`src/rtl/write_buffer_pkg.sv`:
```
// Shared definitions for the posted-write buffer: bus widths agreed with the
// processor and memory_controller, and the memory-side FSM encoding.
package write_buffer_pkg;

    localparam int WB_ADDR_WIDTH = 32;
    localparam int WB_DATA_WIDTH = 32;
    localparam int WB_DEPTH      = 4;

    typedef enum logic [1:0] {
        IDLE  = 2'd0,
        WRITE = 2'd1,
        READ  = 2'd2,
        RESP  = 2'd3
    } wb_state_t;

endpackage

```
`src/rtl/wb_store.sv`:
```
// Circular store queue for the write buffer, with a parallel lookup that
// returns the youngest queued entry whose address matches.
module wb_store
    import write_buffer_pkg::*;
#(
    parameter int DEPTH      = WB_DEPTH,
    parameter int ADDR_WIDTH = WB_ADDR_WIDTH,
    parameter int DATA_WIDTH = WB_DATA_WIDTH
) (
    input  logic                    clk,
    input  logic                    n_reset,
    input  logic                    push,
    input  logic [ADDR_WIDTH-1:0]   push_addr,
    input  logic [DATA_WIDTH-1:0]   push_data,
    input  logic                    pop,
    input  logic [ADDR_WIDTH-1:0]   lookup_addr,
    output logic                    hit,
    output logic [DATA_WIDTH-1:0]   hit_data,
    output logic [ADDR_WIDTH-1:0]   head_addr,
    output logic [DATA_WIDTH-1:0]   head_data,
    output logic [ADDR_WIDTH-1:0]   next_addr,
    output logic [DATA_WIDTH-1:0]   next_data,
    output logic [$clog2(DEPTH):0]  count,
    output logic                    full
);

    localparam int PTR_W = $clog2(DEPTH);
    localparam int CNT_W = PTR_W + 1;

    logic [ADDR_WIDTH-1:0] addr_mem [DEPTH];
    logic [DATA_WIDTH-1:0] data_mem [DEPTH];
    logic [PTR_W-1:0]      head;
    logic [PTR_W-1:0]      tail;
    logic [PTR_W-1:0]      head_next;

    assign head_next = head + PTR_W'(1);
    assign full      = (count == CNT_W'(DEPTH));
    assign head_addr = addr_mem[head];
    assign head_data = data_mem[head];
    assign next_addr = addr_mem[head_next];
    assign next_data = data_mem[head_next];

    // Entry contents need no reset; validity comes only from head and count.
    always_ff @(posedge clk) begin
        if (push) begin
            addr_mem[tail] <= push_addr;
            data_mem[tail] <= push_data;
        end
    end

    always_ff @(posedge clk or negedge n_reset) begin
        if (!n_reset) begin
            head  <= '0;
            tail  <= '0;
            count <= '0;
        end else begin
            if (push) begin
                tail <= tail + PTR_W'(1);
            end
            if (pop) begin
                head <= head_next;
            end
            case ({push, pop})
                2'b10:   count <= count + CNT_W'(1);
                2'b01:   count <= count - CNT_W'(1);
                default: count <= count;
            endcase
        end
    end

    // Walk oldest to youngest so a later match overrides an earlier one.
    always_comb begin
        logic [PTR_W-1:0] idx;
        hit      = 1'b0;
        hit_data = '0;
        idx      = '0;
        for (int i = 0; i < DEPTH; i++) begin
            idx = head + i[PTR_W-1:0];
            if ((CNT_W'(i) < count) && (addr_mem[idx] == lookup_addr)) begin
                hit      = 1'b1;
                hit_data = data_mem[idx];
            end
        end
    end

endmodule

```
`src/rtl/write_buffer.sv`:
```
// Posted-write buffer: queues processor stores, drains them to memory in the
// background, forwards loads from queued stores and serialises load misses.
module write_buffer
    import write_buffer_pkg::*;
#(
    parameter int DEPTH      = WB_DEPTH,
    parameter int ADDR_WIDTH = WB_ADDR_WIDTH,
    parameter int DATA_WIDTH = WB_DATA_WIDTH
) (
    input  logic                  clk,
    input  logic                  n_reset,
    input  logic [ADDR_WIDTH-1:0] addr,
    input  logic [DATA_WIDTH-1:0] wdata,
    output logic [DATA_WIDTH-1:0] rdata,
    input  logic                  write,
    input  logic                  trans,
    output logic                  stall,
    output logic [ADDR_WIDTH-1:0] mem_addr,
    output logic [DATA_WIDTH-1:0] mem_wdata,
    input  logic [DATA_WIDTH-1:0] mem_rdata,
    output logic                  mem_write,
    output logic                  mem_trans,
    input  logic                  mem_ready
);

    localparam int CNT_W = $clog2(DEPTH) + 1;

    wb_state_t             state;
    logic [DATA_WIDTH-1:0] rdata_q;

    logic                  is_store;
    logic                  is_load;
    logic                  push;
    logic                  pop;
    logic                  miss;
    logic                  hit;
    logic                  full;
    logic [CNT_W-1:0]      count;
    logic [DATA_WIDTH-1:0] hit_data;
    logic [ADDR_WIDTH-1:0] head_addr;
    logic [DATA_WIDTH-1:0] head_data;
    logic [ADDR_WIDTH-1:0] next_addr;
    logic [DATA_WIDTH-1:0] next_data;

    assign is_store = trans && write;
    assign is_load  = trans && !write;
    assign push     = is_store && !full;
    assign pop      = (state == WRITE) && mem_ready;
    assign miss     = is_load && !hit;

    // A full queue stalls even when a pop lands on the same edge.
    assign stall = (is_store && full) || (miss && (state != RESP));

    always_comb begin
        rdata = '0;
        if (is_load && hit) begin
            rdata = hit_data;
        end else if (state == RESP) begin
            rdata = rdata_q;
        end
    end

    wb_store #(
        .DEPTH      (DEPTH),
        .ADDR_WIDTH (ADDR_WIDTH),
        .DATA_WIDTH (DATA_WIDTH)
    ) u_store (
        .clk         (clk),
        .n_reset     (n_reset),
        .push        (push),
        .push_addr   (addr),
        .push_data   (wdata),
        .pop         (pop),
        .lookup_addr (addr),
        .hit         (hit),
        .hit_data    (hit_data),
        .head_addr   (head_addr),
        .head_data   (head_data),
        .next_addr   (next_addr),
        .next_data   (next_data),
        .count       (count),
        .full        (full)
    );

    // A store arriving into an empty queue is launched on its own enqueue
    // edge, so the memory write starts the very next cycle.
    always_ff @(posedge clk or negedge n_reset) begin
        if (!n_reset) begin
            state     <= IDLE;
            mem_addr  <= '0;
            mem_wdata <= '0;
            mem_write <= 1'b0;
            mem_trans <= 1'b0;
            rdata_q   <= '0;
        end else begin
            case (state)
                IDLE: begin
                    if (count != '0) begin
                        state     <= WRITE;
                        mem_addr  <= head_addr;
                        mem_wdata <= head_data;
                        mem_write <= 1'b1;
                        mem_trans <= 1'b1;
                    end else if (push) begin
                        state     <= WRITE;
                        mem_addr  <= addr;
                        mem_wdata <= wdata;
                        mem_write <= 1'b1;
                        mem_trans <= 1'b1;
                    end else if (miss) begin
                        state     <= READ;
                        mem_addr  <= addr;
                        mem_write <= 1'b0;
                        mem_trans <= 1'b1;
                    end else begin
                        mem_trans <= 1'b0;
                    end
                end
                WRITE: begin
                    if (mem_ready) begin
                        if (count > CNT_W'(1)) begin
                            mem_addr  <= next_addr;
                            mem_wdata <= next_data;
                        end else if (push) begin
                            mem_addr  <= addr;
                            mem_wdata <= wdata;
                        end else begin
                            state     <= IDLE;
                            mem_write <= 1'b0;
                            mem_trans <= 1'b0;
                        end
                    end
                end
                READ: begin
                    if (mem_ready) begin
                        rdata_q   <= mem_rdata;
                        state     <= RESP;
                        mem_trans <= 1'b0;
                    end
                end
                RESP: begin
                    state <= IDLE;
                end
                default: begin
                    state     <= IDLE;
                    mem_trans <= 1'b0;
                end
            endcase
        end
    end

endmodule

```
`config.mk`:
```
export PLATFORM = sky130hd
export DESIGN_NAME = write_buffer
export DESIGN_NICKNAME = d
export VERILOG_FILES = /design/src/rtl/write_buffer_pkg.sv /design/src/rtl/wb_store.sv /design/src/rtl/write_buffer.sv
export SDC_FILE = /design/constraint.sdc
export NUM_CORES = 1
export LEC_CHECK = 0
export CORE_ASPECT_RATIO = 1.25
export CORE_MARGIN = 3
export CORE_UTILIZATION = 30
export DETAILED_ROUTE_END_ITERATION = 12
export PLACE_DENSITY_LB_ADDON = 0.3
export SETUP_SLACK_MARGIN = 0.05
export SYNTH_ARGS = -nofsm -noshare
export SYNTH_HDL_FRONTEND = slang
export SYNTH_SLANG_ARGS = --single-unit
```
`constraint.sdc`:
```
create_clock -name clk -period 5.1 [get_ports clk]
set_input_delay 1.275 -clock clk [delete_from_list [all_inputs] [get_ports clk]]
set_output_delay 1.275 -clock clk [all_outputs]
set_load 0.005 [all_outputs]
```
==> run summary <==
Fmax achieved -> 0.171 GHz
WL/cell -> 24.7 µm
Register-to-Register Path Depth -> 15
Worst Hold End -> rdata_q[29]
Hold buffer count at CTS -> 0
Peak supply drop -> 0.280 mV
Startpoint Class -> flip-flop
Most frequent cells in the layout -> buf_4, edfxtp_1, mux4_2
Area growth from synthesis to layout -> 32.8%
Synth Area in Compound Gates -> 0.123
Antenna violations before repair -> 6
GR Overflow Total -> 0
Clock skew -> 0.0267 ns
Synth Area in XOR/XNOR -> 0.0452
Synthesized area -> 0.0244 mm²
Ranking of synthesized cells by area -> edfxtp_1, mux4_2, dfrtp_1
Clk buf depth -> 3
Post-synth EDFFs -> 256
CP Class -> reg2out
Initial Util -> 0.304
Hold_sp -> rdata_q[29]
CTS H-tree depth -> 2
Worst Hold Depth -> 1
Post-Syn Instances -> 2085
Status -> finished, violations left
Clock root cell -> clkbuf_16
Drt total wl -> 89200 µm
Gp weighted congestion -> 0.946
Die area -> 0.0849 mm²
Unrepaired setup endpoints after global routing -> true
Dpl hpwl -> 62700 µm
Num CTS Buffers -> 44
Synthesis Warnings -> 0
Power density cells -> 596 mW/mm²
Drt first pass iters -> 6
Sink Count -> 363
Critical path arrival -> 4.58 ns
#FFs+latches synth -> 363
Drt drc -> 0
Failing checks -> setup timing
Setup-failing EPs final -> 33
Seq/Total Area, Yosys -> 0.424
Distinct cell type count after synthesis -> 72
Overall routing resource usage -> 0.206
Worst R2R Start -> u_store.head[1]
Net Count, Synth -> 2200
Top_reg_cell synth -> edfxtp_1
Vias in the first global route -> 20413
Pleak -> 0.0121 µW
RR Endpoint -> mem_addr[22]
Final cell count without fillers -> 3612
Worst-path clk slew -> 0.06 ns
Slew Limit Fails -> 0
Multiplexer share of the synthesized area -> 0.271
Reg-to-reg slack, setup -> 1.06 ns
Hold Crit Class -> reg2reg
Crit share post-route -> 1.15
Tmin final -> 5.85 ns
Largest net degree at the start of global routing -> 77
I/O Buffers -> 199
Placement Cell Area -> 0.0301 mm²
Via count -> 19995
Commonest non-fill, non-tap cell in the layout -> buf_4
Maxcap violations -> 0
Top-area cell type share of the netlist area -> 0.315
Post-route ant nets -> 0
Synth area leader -> edfxtp_1
Worst Path Required -> 3.83 ns
Crit end category -> output port
Cell row count -> 116
Post-synth ARST share -> 0.295
Setup slack after layout -> -0.752 ns
Post-Synth Simple-Gate Area -> 0.0846
Clock Latency Late Sink -> 0.60 ns
Fraction of layout cells with a size suffix above 1 -> 0.316
First-pass GRT wire length -> 133000 µm
Chip width -> 261 µm
Design area -> 0.0324 mm²
1st-iter DRT viols -> 1676
Core area -> 0.0804 mm²
Max-Slew Margin vs Limit -> 0.191
Placed insts -> 3504
Vias per cell -> 5.54
Largest family of logic cells by synthesized area -> multiplexers
DIE HEIGHT -> 325 µm
Adder-cell share of the synthesized area -> 0.00717
# nets final -> 2625
Syn_area_per_cell -> 11.7 µm²
CP max FO -> 40
Pin slew with the least headroom to its limit -> 1.21 ns
Final Hold Vio Count -> 0
Ports -> 200
CTS tree -> yes
-- cell usage after synthesis, drive strengths merged (6+ instances only) --
cell and number:
a211oi 82, a21oi 121, a22oi 39, a31oi 64, and2 17, and4 6
buf 86, clkbuf 112, dfrtp 107, edfxtp 256, ha 14, inv 47
mux2 80, mux2i 163, mux4 176, nand2 140, nand3 51, nand4 32
nor2 128, nor2b 18, nor3 14, nor4 7, o2111ai 8, o21ai 113
o22ai 8, or4 7, xnor2 93, xor2 33
-- routing by layer --
layer,up-vias,part of all wire,GRT usage
met5,-,0.00017,0
met4,2,0.038,0.0776
met3,138,0.057,0.0341
met2,678,0.49,0.347
met1,10256,0.41,0.265
li1,8921,-,-
-- layout make-up --
type                    count  area [µm²]
flip-flops and latches    363       10400
clock buffers              66        1280
repair buffers            577        5550
diodes                      4        10.0
fillers                  7621       48000
multi-input cells        1477       13600
inverters                  47         176
well taps                1062        1330
clock inverters            16         155
-- worst max-delay path by stage --
stage,startpoint,slack [ns],to
finish,u_store.head[1],-0.75,rdata[6]
global route,u_store.head[1],-0.90,rdata[11]
global placement,addr[1],-1.35,rdata[2]
CTS,u_store.head[1],-0.78,rdata[7]
detailed placement,addr[1],-1.24,rdata[2]
floorplan,addr[19],0.24,rdata[10]
-- where the power goes --
part | internal, µW | leakage, µW | total (µW) | switching (µW)
Combinational | 5770 | 0.00782 | 11800 | 6030
Clock | 1810 | 0.000708 | 3120 | 1310
Sequential | 3880 | 0.00356 | 4400 | 520
-- metrics by stage --
stage | TNS (ns) | worst slack (ns) | total power, µW | util | hold WS (ns)
after floorplan | 0 | 0.240 | 11300 | - | 0.480
after global placement | -38.93 | -1.35 | 15600 | 0.375 | 0.489
after detailed placement | -35.60 | -1.24 | 15700 | 0.375 | 0.494
after CTS | -21.91 | -0.784 | 19300 | 0.400 | 0.507
after global routing | -22.58 | -0.896 | 20400 | 0.403 | 0.517
final | -18.16 | -0.752 | 19300 | 0.403 | 0.504
-- flip-flops by register name, summed over array words and instances (netlist names) --
register and flops:
u_store.tail 2, mem_trans 1, mem_wdata 32, u_store.count 3, u_store.data_mem 128, mem_write 1
u_store.head 2, state 2, u_store.addr_mem 128, mem_addr 32, rdata_q 32
-- worst max-delay path, cell delays in order (launching register included) --
cell	delay, ns
dfrtp_4	0.52
buf_12	0.17
buf_4	0.16
mux2_2	0.29
mux2i_2	0.22
xnor2_1	0.18
buf_4	0.17
nand3_1	0.07
or4_4	0.57
nor4_4	0.30
buf_6	0.20
o311ai_4	0.15
buf_12	0.21
o21ai_0	0.20
clkdlybuf4s50_1	0.53
-- cells by family after synthesis --
group,after synthesis
xor gates and xnor gates,126
DFF,363
adders and majority gates,14
muxes,419
AOI/OAI and AO/OA,477
and+or+nand+nor,441
buffers and inverters,245
-- what timing repair did --
item,4_1_cts,5_1_grt
setup endpoints to repair,33,33
pin swaps,24,9
gates resized for setup,111,43
gates cloned,4,1
buffers inserted,11,6
(Power assumes the default switching activity.)
